==> config.mk <==
export PLATFORM = sky130hd
export DESIGN_NAME = seg7_reader
export DESIGN_NICKNAME = d
export VERILOG_FILES = /design/src/rtl/seg7_reader.sv
export SDC_FILE = /design/constraint.sdc
export NUM_CORES = 1
export LEC_CHECK = 0
export CORE_MARGIN = 5
export CORE_UTILIZATION = 35
export DETAILED_ROUTE_END_ITERATION = 8
export GPL_TIMING_DRIVEN = 0
export SLEW_MARGIN = 40
export SYNTH_ARGS = -nofsm -noshare
export SYNTH_HDL_FRONTEND = slang
export SYNTH_SLANG_ARGS = --single-unit
export TNS_END_PERCENT = 30
==> constraint.sdc <==
create_clock -name clk_2 -period 2.4 [get_ports clk_2]
set_input_delay 0.48 -clock clk_2 [delete_from_list [all_inputs] [get_ports clk_2]]
set_output_delay 0.48 -clock clk_2 [all_outputs]
set_load 0.02 [all_outputs]
==> src/rtl/seg7_reader.sv <==
// rtl/seg7_reader.sv - 7-segment bus receiver: glitch filter, hex decode, valid/ready event output
module seg7_reader #(
    parameter int STABLE_CYCLES = 4
) (
    input  logic       clk_2,
    input  logic       reset_n,
    input  logic [7:0] seg_in,
    input  logic       out_ready,
    output logic       out_valid,
    output logic [3:0] digit,
    output logic       dp,
    output logic       err,
    output logic       overrun,
    output logic [7:0] evt_count
);
    localparam int CNT_W = $clog2(STABLE_CYCLES) + 1;
    localparam logic [CNT_W-1:0] CNT_MAX = CNT_W'(STABLE_CYCLES - 1);

    typedef enum logic {
        S_EMPTY = 1'b0,
        S_FULL  = 1'b1
    } state_t;

    state_t           r_state;
    state_t           w_next_state;
    logic [7:0]       r_cand;
    logic [CNT_W-1:0] r_cnt;
    logic [7:0]       r_last_acc;
    logic [3:0]       r_digit;
    logic             r_dp;
    logic             r_err;
    logic             r_overrun;
    logic [7:0]       r_evt_count;

    logic             w_stable;
    logic             w_commit;
    logic             w_blank;
    logic             w_event;
    logic             w_hex_ok;
    logic [3:0]       w_hex_val;
    logic             w_load;
    logic             w_handshake;
    logic             w_drop;

    assign w_stable = (seg_in == r_cand) && (r_cnt == CNT_MAX);
    assign w_commit = w_stable && (r_cand != r_last_acc);
    assign w_blank  = (r_cand[6:0] == 7'h00);
    assign w_event  = w_commit && !w_blank;

    always_comb begin
        w_hex_ok  = 1'b1;
        w_hex_val = 4'h0;
        case (r_cand[6:0])
            7'h3F: w_hex_val = 4'h0;
            7'h06: w_hex_val = 4'h1;
            7'h5B: w_hex_val = 4'h2;
            7'h4F: w_hex_val = 4'h3;
            7'h66: w_hex_val = 4'h4;
            7'h6D: w_hex_val = 4'h5;
            7'h7D: w_hex_val = 4'h6;
            7'h07: w_hex_val = 4'h7;
            7'h7F: w_hex_val = 4'h8;
            7'h6F: w_hex_val = 4'h9;
            7'h77: w_hex_val = 4'hA;
            7'h7C: w_hex_val = 4'hB;
            7'h39: w_hex_val = 4'hC;
            7'h5E: w_hex_val = 4'hD;
            7'h79: w_hex_val = 4'hE;
            7'h71: w_hex_val = 4'hF;
            default: w_hex_ok = 1'b0;
        endcase
    end

    // Stability filter; last_acc updates on every commit, even when the event is dropped.
    always_ff @(posedge clk_2 or negedge reset_n) begin
        if (!reset_n) begin
            r_cand     <= 8'h00;
            r_cnt      <= '0;
            r_last_acc <= 8'h00;
        end else begin
            if (seg_in != r_cand) begin
                r_cand <= seg_in;
                r_cnt  <= '0;
            end else if (r_cnt != CNT_MAX) begin
                r_cnt <= r_cnt + 1'b1;
            end
            if (w_commit) begin
                r_last_acc <= r_cand;
            end
        end
    end

    always_comb begin
        w_next_state = r_state;
        w_load       = 1'b0;
        w_handshake  = 1'b0;
        w_drop       = 1'b0;
        case (r_state)
            S_EMPTY: begin
                if (w_event) begin
                    w_load       = 1'b1;
                    w_next_state = S_FULL;
                end
            end
            S_FULL: begin
                if (out_ready) begin
                    w_handshake = 1'b1;
                    if (w_event) begin
                        w_load = 1'b1;
                    end else begin
                        w_next_state = S_EMPTY;
                    end
                end else if (w_event) begin
                    w_drop = 1'b1;
                end
            end
            default: w_next_state = S_EMPTY;
        endcase
    end

    always_ff @(posedge clk_2 or negedge reset_n) begin
        if (!reset_n) begin
            r_state     <= S_EMPTY;
            r_digit     <= 4'h0;
            r_dp        <= 1'b0;
            r_err       <= 1'b0;
            r_overrun   <= 1'b0;
            r_evt_count <= 8'h00;
        end else begin
            r_state <= w_next_state;
            if (w_load) begin
                r_digit <= w_hex_ok ? w_hex_val : 4'h0;
                r_dp    <= r_cand[7];
                r_err   <= !w_hex_ok;
            end
            if (w_handshake) begin
                r_evt_count <= r_evt_count + 8'h01;
            end
            if (w_drop) begin
                r_overrun <= 1'b1;
            end
        end
    end

    assign out_valid = (r_state == S_FULL);
    assign digit     = r_digit;
    assign dp        = r_dp;
    assign err       = r_err;
    assign overrun   = r_overrun;
    assign evt_count = r_evt_count;
endmodule

==> key figures <==
Yosys
  • Number of synthesized flops with an enable pin: 0
  • FFs w/ async S/R, synth: 100%
  • Gate Count Post-Synth: 182
  • Number of synthesized register bits: 35
  • Syn avg cell area: 10.5 um2
  • YS warnings: 0
  • Seq/Total Area, Yosys: about 46%
  • Post-synth net total: between 150 and 200
  • Top FF cell, synth: dfrtp_1
  • Yosys cell types: 43
  • Mapped Area: between 0.0015 and 0.002 mm2

Worst setup path
  • Critical path class: in -> reg
  • CP arrival: ~2.2 ns
  • CP top delay family: buffers and inverters
  • Worst-path fanout max: 6
  • Critical-path top delay cell: clkdlybuf4s50_1
  • CP Data Required Time: around 2.6 ns
  • Worst-path cell chain: clkdlybuf4s50_1 > xnor2_1 > nand4_1 > a2111o_1 > nand3b_4 > mux2_4
  • Critical Path End Type: register
  • Max stage delay on crit path: about 0.5 ns
  • CP bufs+invs: 1
  • Setup crit start kind: primary input

STA
  • Maximum clock rate: a little under 0.5 GHz
  • Worst-Margin Slew: 0.519 ns
  • RSZ-0062 raised after global routing: false
  • Setup violators final: 0
  • Period minus WS final: 2.01 ns
  • Max Transition Viols Final: 0
  • Final Cycle Share: a little over four fifths
  • Slew HR: between 60% and 70%
  • Final Hold Vio Count: 0
  • Clock Skew: about 0.0067 ns
  • Setup TNS: 0 ns

Global routing
  • Remaining Overflow, GRT: 0
  • Initial antenna violation count: 0
  • First-pass GRT wire length: ~6.7 mm
  • GRT Util Overall: between 10% and 20%
  • Largest net degree at the start of global routing: 23
  • Vias in the first global route: approximately 1400

Floorplan
  • Ports: 27
  • Die span in x: 84.0 um
  • Die Ht: 84.0 um
  • Core box area: approximately 0.0054 mm2
  • Initial Util: a little over a third
  • Die area: between 0.007 and 0.008 mm2
  • Row cnt: 27

Placed design
  • Port bufs: 26
  • GP Congestion: 0.805
  • Placed insts: about 280
  • Detailed-placement wirelength estimate: about 2.9 mm

Routing
  • ANT nets after route: 0
  • Via/cell ratio: between 4 and 5
  • Via count: around 1400
  • 1st-iter DRT viols: between 80 and 90
  • Routed WL per cell: about 13 um
  • Drt pass-1 iters: 5
  • Drt total wl: 3.86 mm
  • Residual DRC: 0

Power
  • Leakage: roughly 1.1 nW
  • Power per Cell Area: between 400 and 500 mW/mm2
  • Maximum vdd drop: ~0.18 mV

CTS
  • Post-cts repair resize count: 0
  • Clk buf depth: 2
  • CTS sink cnt: 35
  • CTS clock-pin slew for the worst setup and hold paths: roughly 0.070 ns
  • Setup bufs post-CTS: 0
  • Worst-Skew Late Latency: roughly 0.29 ns
  • Hold buffers post-CTS: 0
  • H-tree levels: 2
  • Num CTS Buffers: 5
  • CTS tree: yes
  • CTS Root Cell: clkbuf_8

Run
  • Max Cap Viol: 0

Final layout
  • Area grow syn2layout: 23.9%
  • Finished Layout Cells: 289
  • Share of cells above drive strength 1: 15.2%
  • NumNets Final: 230
  • Final core utilization: ~44%
  • Number of diodes: 0

Hold path
  • Worst Hold Class: in -> async

Status
  • Status: complete, no violations
[area by class of cell]
class / count / area (um2)
Buffer: 22 / 105
Clock buffer: 6 / 72.6
Clock inverter: 2 / 12.5
Fill cell: 525 / 3030
Inverter: 4 / 15.0
Multi-Input combinational cell: 121 / 922
Sequential cell: 35 / 876
Tap cell: 72 / 90.1
Timing Repair Buffer: 27 / 283
[cells in the mapped netlist, drive strengths merged, types with 4 or more instances]
cell type / n / area (um2)
o21ai: 5 / 25.0
clkbuf: 13 / 48.8
nand3: 5 / 25.0
xor2: 12 / 105
nand2: 12 / 45.0
dfrtp: 35 / 876
inv: 4 / 15.0
nand4: 6 / 37.5
buf: 9 / 56.3
mux2: 13 / 165
nand2b: 4 / 25.0
xnor2: 14 / 123
nor2: 8 / 30.0
nor4: 4 / 25.0
[report_power, final]
part           switching, W  internal (W)
clock              0.000216      0.000203
sequential       0.00000675      0.000596
combinational     0.0000678     0.0000578
[per-layer routing]
| metal | global-route usage, % | vias up | wire length, um |
|---|---|---|---|
| met2 | 18.7 | 43 | 1820 |
| met1 | 14.9 | 683 | 1750 |
| li1 | - | 697 | - |
| met3 | 3.26 | 8 | 206 |
| met5 | 0 | - | 0 |
| met4 | 4.53 | 0 | 76 |
[path summary, 6_finish.rpt]
kind | slack (ns) | depth (start not counted) | startpoint | to
max | 0.39 | 6 | seg_in[7] | digit[1]
min | 0.10 | 1 | reset_n | evt_count[4]
max reg2reg | 0.45 | 6 | r_cand[3] | err
min reg2reg | 0.46 | 1 | evt_count[7] | evt_count[7]
max in group asynchronous | 1.86 | 2 | reset_n | r_cand[4]
min in group clk_2 | 0.46 | 1 | evt_count[7] | evt_count[7]
[per-stage QoR]
stage	worst slack, ns	total power (W)	area (um2)	hold slack, ns
floorplan	0.607	0.000687	1920	0.184
global placement	0.0249	0.000736	2270	0.455
detailed placement	0.0660	0.000742	2290	0.421
CTS	0.360	0.00117	2380	0.106
global route	0.288	0.00120	2380	0.121
finish	0.388	0.00115	2380	0.101
[cells by family after synthesis]
family                     Yosys count  synth area share (%)
and+or+nand+nor                     54                  16.0
muxes                               15                  9.65
adders and majority gates            3                  1.96
buffers and inverters               26                  6.26
AOI/OAI and AO/OA                   23                  8.55
xor gates and xnor gates            26                  11.9
DFF                                 35                  45.7
[worst reg2reg max path, cell delays in order (launching register included)]
cell and delay [ns]:
dfrtp_1 0.45, buf_2 0.26, o211ai_1 0.12, nor4b_1 0.47
nor3_1 0.14, o311a_1 0.14, mux2_4 0.26
[state kept, by name, summed over array words and instances (netlist names)]
| register | flops |
|---|---|
| digit | 4 |
| dp | 1 |
| err | 1 |
| evt_count | 8 |
| out_valid | 1 |
| overrun | 1 |
| r_cand | 8 |
| r_cnt | 3 |
| r_last_acc | 8 |
[placed cells by master (no fill, tap or decap), types with 2 or more instances in the layout]
master           instances
o21ai_0                  5
mux2i_1                  2
o211ai_1                 3
clkbuf_8                 5
nor3_1                   3
mux2_4                   5
buf_4                    2
clkbuf_1                14
nor4_1                   4
nand2_1                 12
o21bai_1                 2
or3_1                    2
nand2b_1                 4
inv_1                    4
nand3_1                  5
ha_1                     3
xnor2_1                 14
buf_2                    7
xor2_1                  12
nor2_1                   8
a41oi_1                  2
nand4_1                  6
a21oi_1                  3
dfrtp_1                 35
mux2_2                   8
clkdlybuf4s50_1         25
Note: power is estimated with default switching activity, not from simulation.
